`src/rtl/encoder4_stream.sv`:
```
// encoder4_stream: registered priority 4-to-2 encoder behind a two-entry
// valid/ready output buffer, with zero-hot / multi-hot flags and a
// saturating error counter.
module encoder4_stream #(
  parameter int CNT_W = 8
) (
  input  logic             clk,
  input  logic             rst,
  input  logic             in_valid,
  input  logic [0:3]       d,
  output logic             in_ready,
  output logic             out_valid,
  input  logic             out_ready,
  output logic             x,
  output logic             y,
  output logic             none,
  output logic             multi,
  input  logic             err_clr,
  output logic [CNT_W-1:0] err_cnt
);

  typedef enum logic [1:0] {EMPTY, ONE, TWO} state_t;

  typedef struct packed {
    logic x;
    logic y;
    logic none;
    logic multi;
  } entry_t;

  state_t           state_q, state_d;
  entry_t           head_q, head_d;
  entry_t           tail_q, tail_d;
  logic [CNT_W-1:0] cnt_q, cnt_d;

  entry_t enc;
  logic   accept;
  logic   pop;

  // Priority encode the incoming word; highest set index wins.
  always_comb begin
    enc       = '0;
    enc.none  = ~(d[0] | d[1] | d[2] | d[3]);
    enc.multi = (d[0] & d[1]) | (d[0] & d[2]) | (d[0] & d[3]) |
                (d[1] & d[2]) | (d[1] & d[3]) | (d[2] & d[3]);
    if (d[3])      {enc.x, enc.y} = 2'b11;
    else if (d[2]) {enc.x, enc.y} = 2'b10;
    else if (d[1]) {enc.x, enc.y} = 2'b01;
    else           {enc.x, enc.y} = 2'b00;
  end

  // Handshake flags come purely from the registered buffer state.
  always_comb begin
    in_ready  = (state_q != TWO);
    out_valid = (state_q != EMPTY);
    accept    = in_valid & in_ready;
    pop       = out_valid & out_ready;
  end

  // Buffer next-state and entry movement.
  always_comb begin
    state_d = state_q;
    head_d  = head_q;
    tail_d  = tail_q;
    case (state_q)
      EMPTY: begin
        if (accept) begin
          head_d  = enc;
          state_d = ONE;
        end
      end
      ONE: begin
        if (accept && pop) begin
          head_d = enc;                // new word replaces the departing head
        end else if (accept) begin
          tail_d  = enc;
          state_d = TWO;
        end else if (pop) begin
          state_d = EMPTY;
        end
      end
      TWO: begin
        if (pop) begin
          head_d  = tail_q;
          state_d = ONE;
        end
      end
      default: state_d = EMPTY;
    endcase
  end

  // Saturating error counter; clear beats a same-cycle increment.
  always_comb begin
    cnt_d = cnt_q;
    if (err_clr)
      cnt_d = '0;
    else if (accept && (enc.none || enc.multi) && (cnt_q != {CNT_W{1'b1}}))
      cnt_d = cnt_q + 1'b1;
  end

  // State, entries and counter registers with synchronous reset.
  always_ff @(posedge clk) begin
    if (rst) begin
      state_q <= EMPTY;
      head_q  <= '0;
      tail_q  <= '0;
      cnt_q   <= '0;
    end else begin
      state_q <= state_d;
      head_q  <= head_d;
      tail_q  <= tail_d;
      cnt_q   <= cnt_d;
    end
  end

  // Head fields are masked so an empty buffer always reads zero.
  always_comb begin
    x       = out_valid & head_q.x;
    y       = out_valid & head_q.y;
    none    = out_valid & head_q.none;
    multi   = out_valid & head_q.multi;
    err_cnt = cnt_q;
  end

endmodule

```
`config.mk`:
```
export PLATFORM = sky130hd
export DESIGN_NAME = encoder4_stream
export DESIGN_NICKNAME = d
export VERILOG_FILES = /design/src/rtl/encoder4_stream.sv
export SDC_FILE = /design/constraint.sdc
export NUM_CORES = 1
export LEC_CHECK = 0
export ABC_AREA = 1
export CAP_MARGIN = 40
export CORE_MARGIN = 3
export CORE_UTILIZATION = 50
export CTS_CLUSTER_SIZE = 20
export DETAILED_ROUTE_END_ITERATION = 8
export DONT_BUFFER_PORTS = 1
export PLACE_DENSITY = 0.65
export SYNTH_ARGS = -nofsm -noshare
export SYNTH_HDL_FRONTEND = slang
export SYNTH_SLANG_ARGS = --single-unit
```
`constraint.sdc`:
```
create_clock -name clk -period 1.2 [get_ports clk]
set_clock_uncertainty 0.1 [all_clocks]
set_input_delay 0.12 -clock clk [delete_from_list [all_inputs] [get_ports clk]]
set_output_delay 0.12 -clock clk [all_outputs]
set_load 0.005 [all_outputs]
```
* Word-level counts from Yosys, hierarchy flattened
Index checks and enable logic that the tools add are counted.
** Storage, ports and cells
- Flip-flop bits (word level) :: 18
- Logic and storage cells :: 66
- Output and inout port bits :: 14
** Cells by class
- Add/sub/neg operators :: 1
- Bitwise logic cells :: 22
- Reductions and logical operators :: 11
- Eq/ne operators :: 9
- Muxes and demuxes :: 13
** Operators by type and width (count)
- two-way mux 2 bit :: 7
- bitwise AND 1 bit :: 12
- two-way mux 4 bit :: 3
- case mux 4 bit (3 select lines) :: 1
- inequality test 2 bit (second input constant) :: 5
- adder 8 x 1 -> 8 bit (second input constant) :: 1
- inequality test 8 bit (second input constant) :: 1
- bitwise OR 1 bit :: 8
- AND reduction 4 bit :: 2
- case mux 2 bit (3 select lines) :: 1
- logical AND 1 bit :: 3
- inequality test 3 bit (second input constant) :: 1
- AND reduction 3 bit :: 1
- nonzero test 3 bit :: 1
- == test 2 x 1 -> 1 bit (second input constant) :: 1
- == test 2 bit (second input constant) :: 1
- logical NOT 2 bit :: 1
- inverter 1 bit :: 2
- nonzero test 2 bit :: 1
- OR reduction 2 bit :: 1
- logical OR 1 bit :: 1
- two-way mux 1 bit :: 1

* Depth between registers and ports, before layout
- Depth after elaboration :: 9
- Gate-level depth with buffers :: 8
- Gate-level depth less buffers :: 8

* Least setup slack after synthesis
No wires, ideal clock.
- Kind :: register to register
- Start :: register cnt_q[0] (netlist: err_cnt[0])
- End :: register cnt_q[3] (netlist: err_cnt[3])
- Setup slack :: -0.157 ns
- Arrival time :: 1.187 ns
- Buffers on the path :: 0
- Data required time :: 1.030 ns
- Setup time :: 0.070 ns
- Cell stages (with the launch flop) :: 8
- Cell sequence :: dfxtp_1 ha_1 nand2_1 inv_1 nand3b_4 nand3_4 nand2_1 a21oi_1
** On the way
- Cells in the longest elaborated chain, start to end :: 2
- Elaborated cells on any way between the ends :: 3
- Classes of those cells :: add/sub: 1; eq/ne: 1; reduce/logical: 1
** RTL lines
- start, declared :: RTL line 34 : logic [CNT_W-1:0] cnt_q, cnt_d;
- start signal, assigned :: RTL line 112 : cnt_q <= cnt_d;
- branches (longest 2 deep; another with adder 8 x 1 -> 8 bit)
Several ways; the timed one is not identified.
A chain may end at the register's enable or synchronous reset.

* Worst setup path after layout
- Start :: register state_q[1]
- End :: output in_ready
** On the way
- Cells in the longest elaborated chain, start to end :: 1
** RTL lines
- start, declared :: RTL line 31 : state_t state_q, state_d;
- start signal, assigned :: RTL line 109 : state_q <= state_d;
- inequality test 2 bit :: RTL line 54 : in_ready = (state_q != TWO);
- end, declared :: RTL line 11 : output logic in_ready,
Every way passes these cells.

==> results.sh <==
export IMPL_vias=1112
export IMPL_min_period_ns=1.35
export IMPL_chipWidth_microns=51.4
export IMPL_antenna_left=0
export IMPL_num_rows=15
export IMPL_avgSynthCellArea_sq_um=6.96
export IMPL_synth_distinct_cells=26
export IMPL_p_clk_share_pct=25.8
export IMPL_slew_headroom_pct=73.9
export IMPL_syn_inst=148
export IMPL_drt_iter0_drc=22
export IMPL_critPathCaptureType="output port"
export IMPL_io_buffers=0
export IMPL_worst_path_max_delay_cell="dfxtp_2"
export IMPL_setup_viol=20
export IMPL_cts_tree="built"
export IMPL_drc=0
export IMPL_internal_power_mw=0.861
export IMPL_net_switching_power_mw=0.368
export IMPL_gp_congestion=0.795
export IMPL_status="complete, but fails checks"
export IMPL_start_util_pct=56.0
export IMPL_synth_top_cells_by_count="35 x nand2_1, 20 x nor2_1, 18 x dfxtp_1"
export IMPL_via_per_inst=5.30
export IMPL_synthMostInstantiatedCell="nand2_1"
export IMPL_synth_area_leader_cell="dfxtp_1"
export IMPL_peakVddDrop_mv=0.980
export IMPL_worstPathRequired_ns=0.98
export IMPL_grt_pass1_vias=1077
export IMPL_clk_path_buf_depth=2
export IMPL_hp_class="in2reg"
export IMPL_p_per_area_nw_per_um2=785
export IMPL_clockRootBuffer="clkbuf_4"
export IMPL_wl_per_cell_microns=13.5
export IMPL_grt_usage_pct=23.3
export IMPL_yosysSeqAreaShare_pct=35.0
export IMPL_p_leak_nw=0.649
export IMPL_critPathMaxFanout=6
export IMPL_die_area_sq_um=2640
export IMPL_synth_flop_cell="dfxtp_1"
export IMPL_synth_seq_cells=18
export IMPL_max_freq_mhz=739
export IMPL_fin_setup_tns_ns=-2.05
export IMPL_syn_to_final_growth_pct=52.0
export IMPL_dr_pass1_iters=7
export IMPL_critPathMaxStageDelay_ns=0.36
export IMPL_netlist_area_leader_share_pct=35.0
export IMPL_insertedDiodeCount=0
export IMPL_dp_hpwl_microns=1830
export IMPL_start_kind="register"
export IMPL_finalWirelength_microns=2830
export IMPL_fin_nets=196
export IMPL_drive_above_1_share_pct=51.4
export IMPL_p_comb_share_pct=21.7
export IMPL_final_critical_path_setup_slack_ns=-0.153
export IMPL_slew_violations=0
export IMPL_core_sq_um=1840
export IMPL_fp_dieH_microns=51.4
export IMPL_period_share_pct=113
export IMPL_violations="negative setup slack"
export IMPL_grt_max_degree=11
export IMPL_drv_cap=0
export IMPL_cp_data_arrival_time_ns=1.13
export IMPL_fillerInstances=116
export IMPL_cts_clk_slew_worst_paths_ns=0.11
export IMPL_worstSetupPathType="reg2out"
export IMPL_grt_pass1_wl_microns=4620
export IMPL_yosysWarnings=0
export IMPL_rsz0062_at_grt="true"
export IMPL_ioPinCount=23
export IMPL_cts_htree_levels=1
export IMPL_antenna_found_initial=0
export IMPL_clock_latency_ns=0.29
export IMPL_synth_area_leaders="dfxtp_1 35%, nand2_1 13%, nor2_1 7.3%"
export IMPL_synth_area_sq_um=1030
export IMPL_tightest_slew_ns=0.391
export IMPL_async_flop_share_pct=0
export IMPL_pre_cts_slack_ns=-0.114
export IMPL_hold_viol_final=0
export IMPL_cts_buffers=3
export IMPL_p_seq_share_pct=52.5
export IMPL_crit_path_cell_trace="inv_4 > nor2_4 > inv_2 > buf_6"
export IMPL_grt_ovfl_total=0
export IMPL_p_sw_share_pct=29.9
export IMPL_synth_edff_count=0
export IMPL_clkSinkCount=18
export IMPL_synth_nets=158
[layout make-up]
type                       instances  area, sq um  area share (%)
timing repair buffer              33          300            19.2
inverter                          20         80.1            5.12
clock buffer                       4         26.3            1.68
sequential                        18          375            24.0
multi-input combinational        110          752            48.0
tap                               25         31.3            2.00
[layer usage]
metal  GRT usage [%]  vias to the layer above  wire length, microns
li1                -                      553                     -
met3            4.37                        2                   147
met5               0                        -                     0
met1            30.6                      527                  1300
met4            10.5                        0                    17
met2            36.7                       30                  1360
[worst paths after layout]
check / startpoint / to / slack [ns] / cells past startpoint
setup / recovery: state_q[1]$_SDFFE_PP0P_ / in_ready / -0.15 / 4
hold reg to reg: tail_q[2]$_SDFFE_PP0P_ / tail_q[2]$_SDFFE_PP0P_ / 0.42 / 2
hold / removal: out_ready / state_q[0]$_SDFFE_PP0P_ / 0.04 / 3
setup reg to reg: err_cnt[0]$_SDFFE_PP0P_ / err_cnt[1]$_SDFFE_PP0P_ / -0.14 / 7
[power groups by stage]
stage / Combinational [mW] / Clock (mW) / Sequential [mW]
2_1_floorplan: 0.137 / 0 / 0.653
3_3_place_gp: 0.181 / 0 / 0.653
3_5_place_dp: 0.186 / 0 / 0.655
4_1_cts: 0.220 / 0.327 / 0.642
5_1_grt: 0.296 / 0.351 / 0.649
6_report: 0.267 / 0.317 / 0.645
[flip-flops by register name (all words and copies together) (netlist names)]
signal,count
err_cnt,8
head_q,4
tail_q,4
state_q,2
[cells by family after synthesis]
group / after synthesis / share of synthesized area [%]
simple gates: 77 / 37.3
compound gates: 29 / 16.6
flops: 18 / 35.0
fa+ha+maj: 1 / 1.21
buf+inv: 20 / 7.29
xor+xnor: 3 / 2.55
[worst max-delay path, delay by kind of cell (launching register included)]
kind / cells / cell delay, ns
and+or+nand+nor: 1 / 0.23
DFF: 1 / 0.36
buffers and inverters: 3 / 0.25
[cells in the final DEF, fill, tap and decap left out, types with 3 or more instances in the layout]
| cell | count |
|---|---|
| a21oi_1 | 6 |
| a21oi_2 | 5 |
| buf_4 | 23 |
| buf_6 | 4 |
| clkbuf_4 | 3 |
| dfxtp_1 | 12 |
| dfxtp_2 | 3 |
| dfxtp_4 | 3 |
| dlygate4sd3_1 | 3 |
| inv_1 | 11 |
| inv_2 | 7 |
| nand2_1 | 25 |
| nand2_2 | 12 |
| nand3_1 | 3 |
| nand3_2 | 6 |
| nor2_1 | 12 |
| nor2_2 | 8 |
| nor2_4 | 4 |
| o21ai_0 | 5 |
| o21ai_2 | 4 |
[stage by stage]
step                      utilization (%)  power (mW)  std cells  hold WS, ns  area, sq um
after CTS                            75.6        1.19        206       0.0200         1390
after detailed placement             67.5       0.841        192       0.0956         1240
after floorplan                         -       0.789        148       0.0891         1050
final                                85.1        1.23        210       0.0441         1570
after global routing                 85.1        1.30        210       0.0737         1570
after global placement               67.5       0.834        192       0.0947         1240
[timing repair]
item                                    CTS  global route
hold buffers                              4             0
endpoints found under the hold margin    10             0
pin swaps                                16            23
buffers inserted                          6             4
endpoints found under the setup margin   18            23
resized for setup                        14            35
Power figures use the tool's default switching activity.
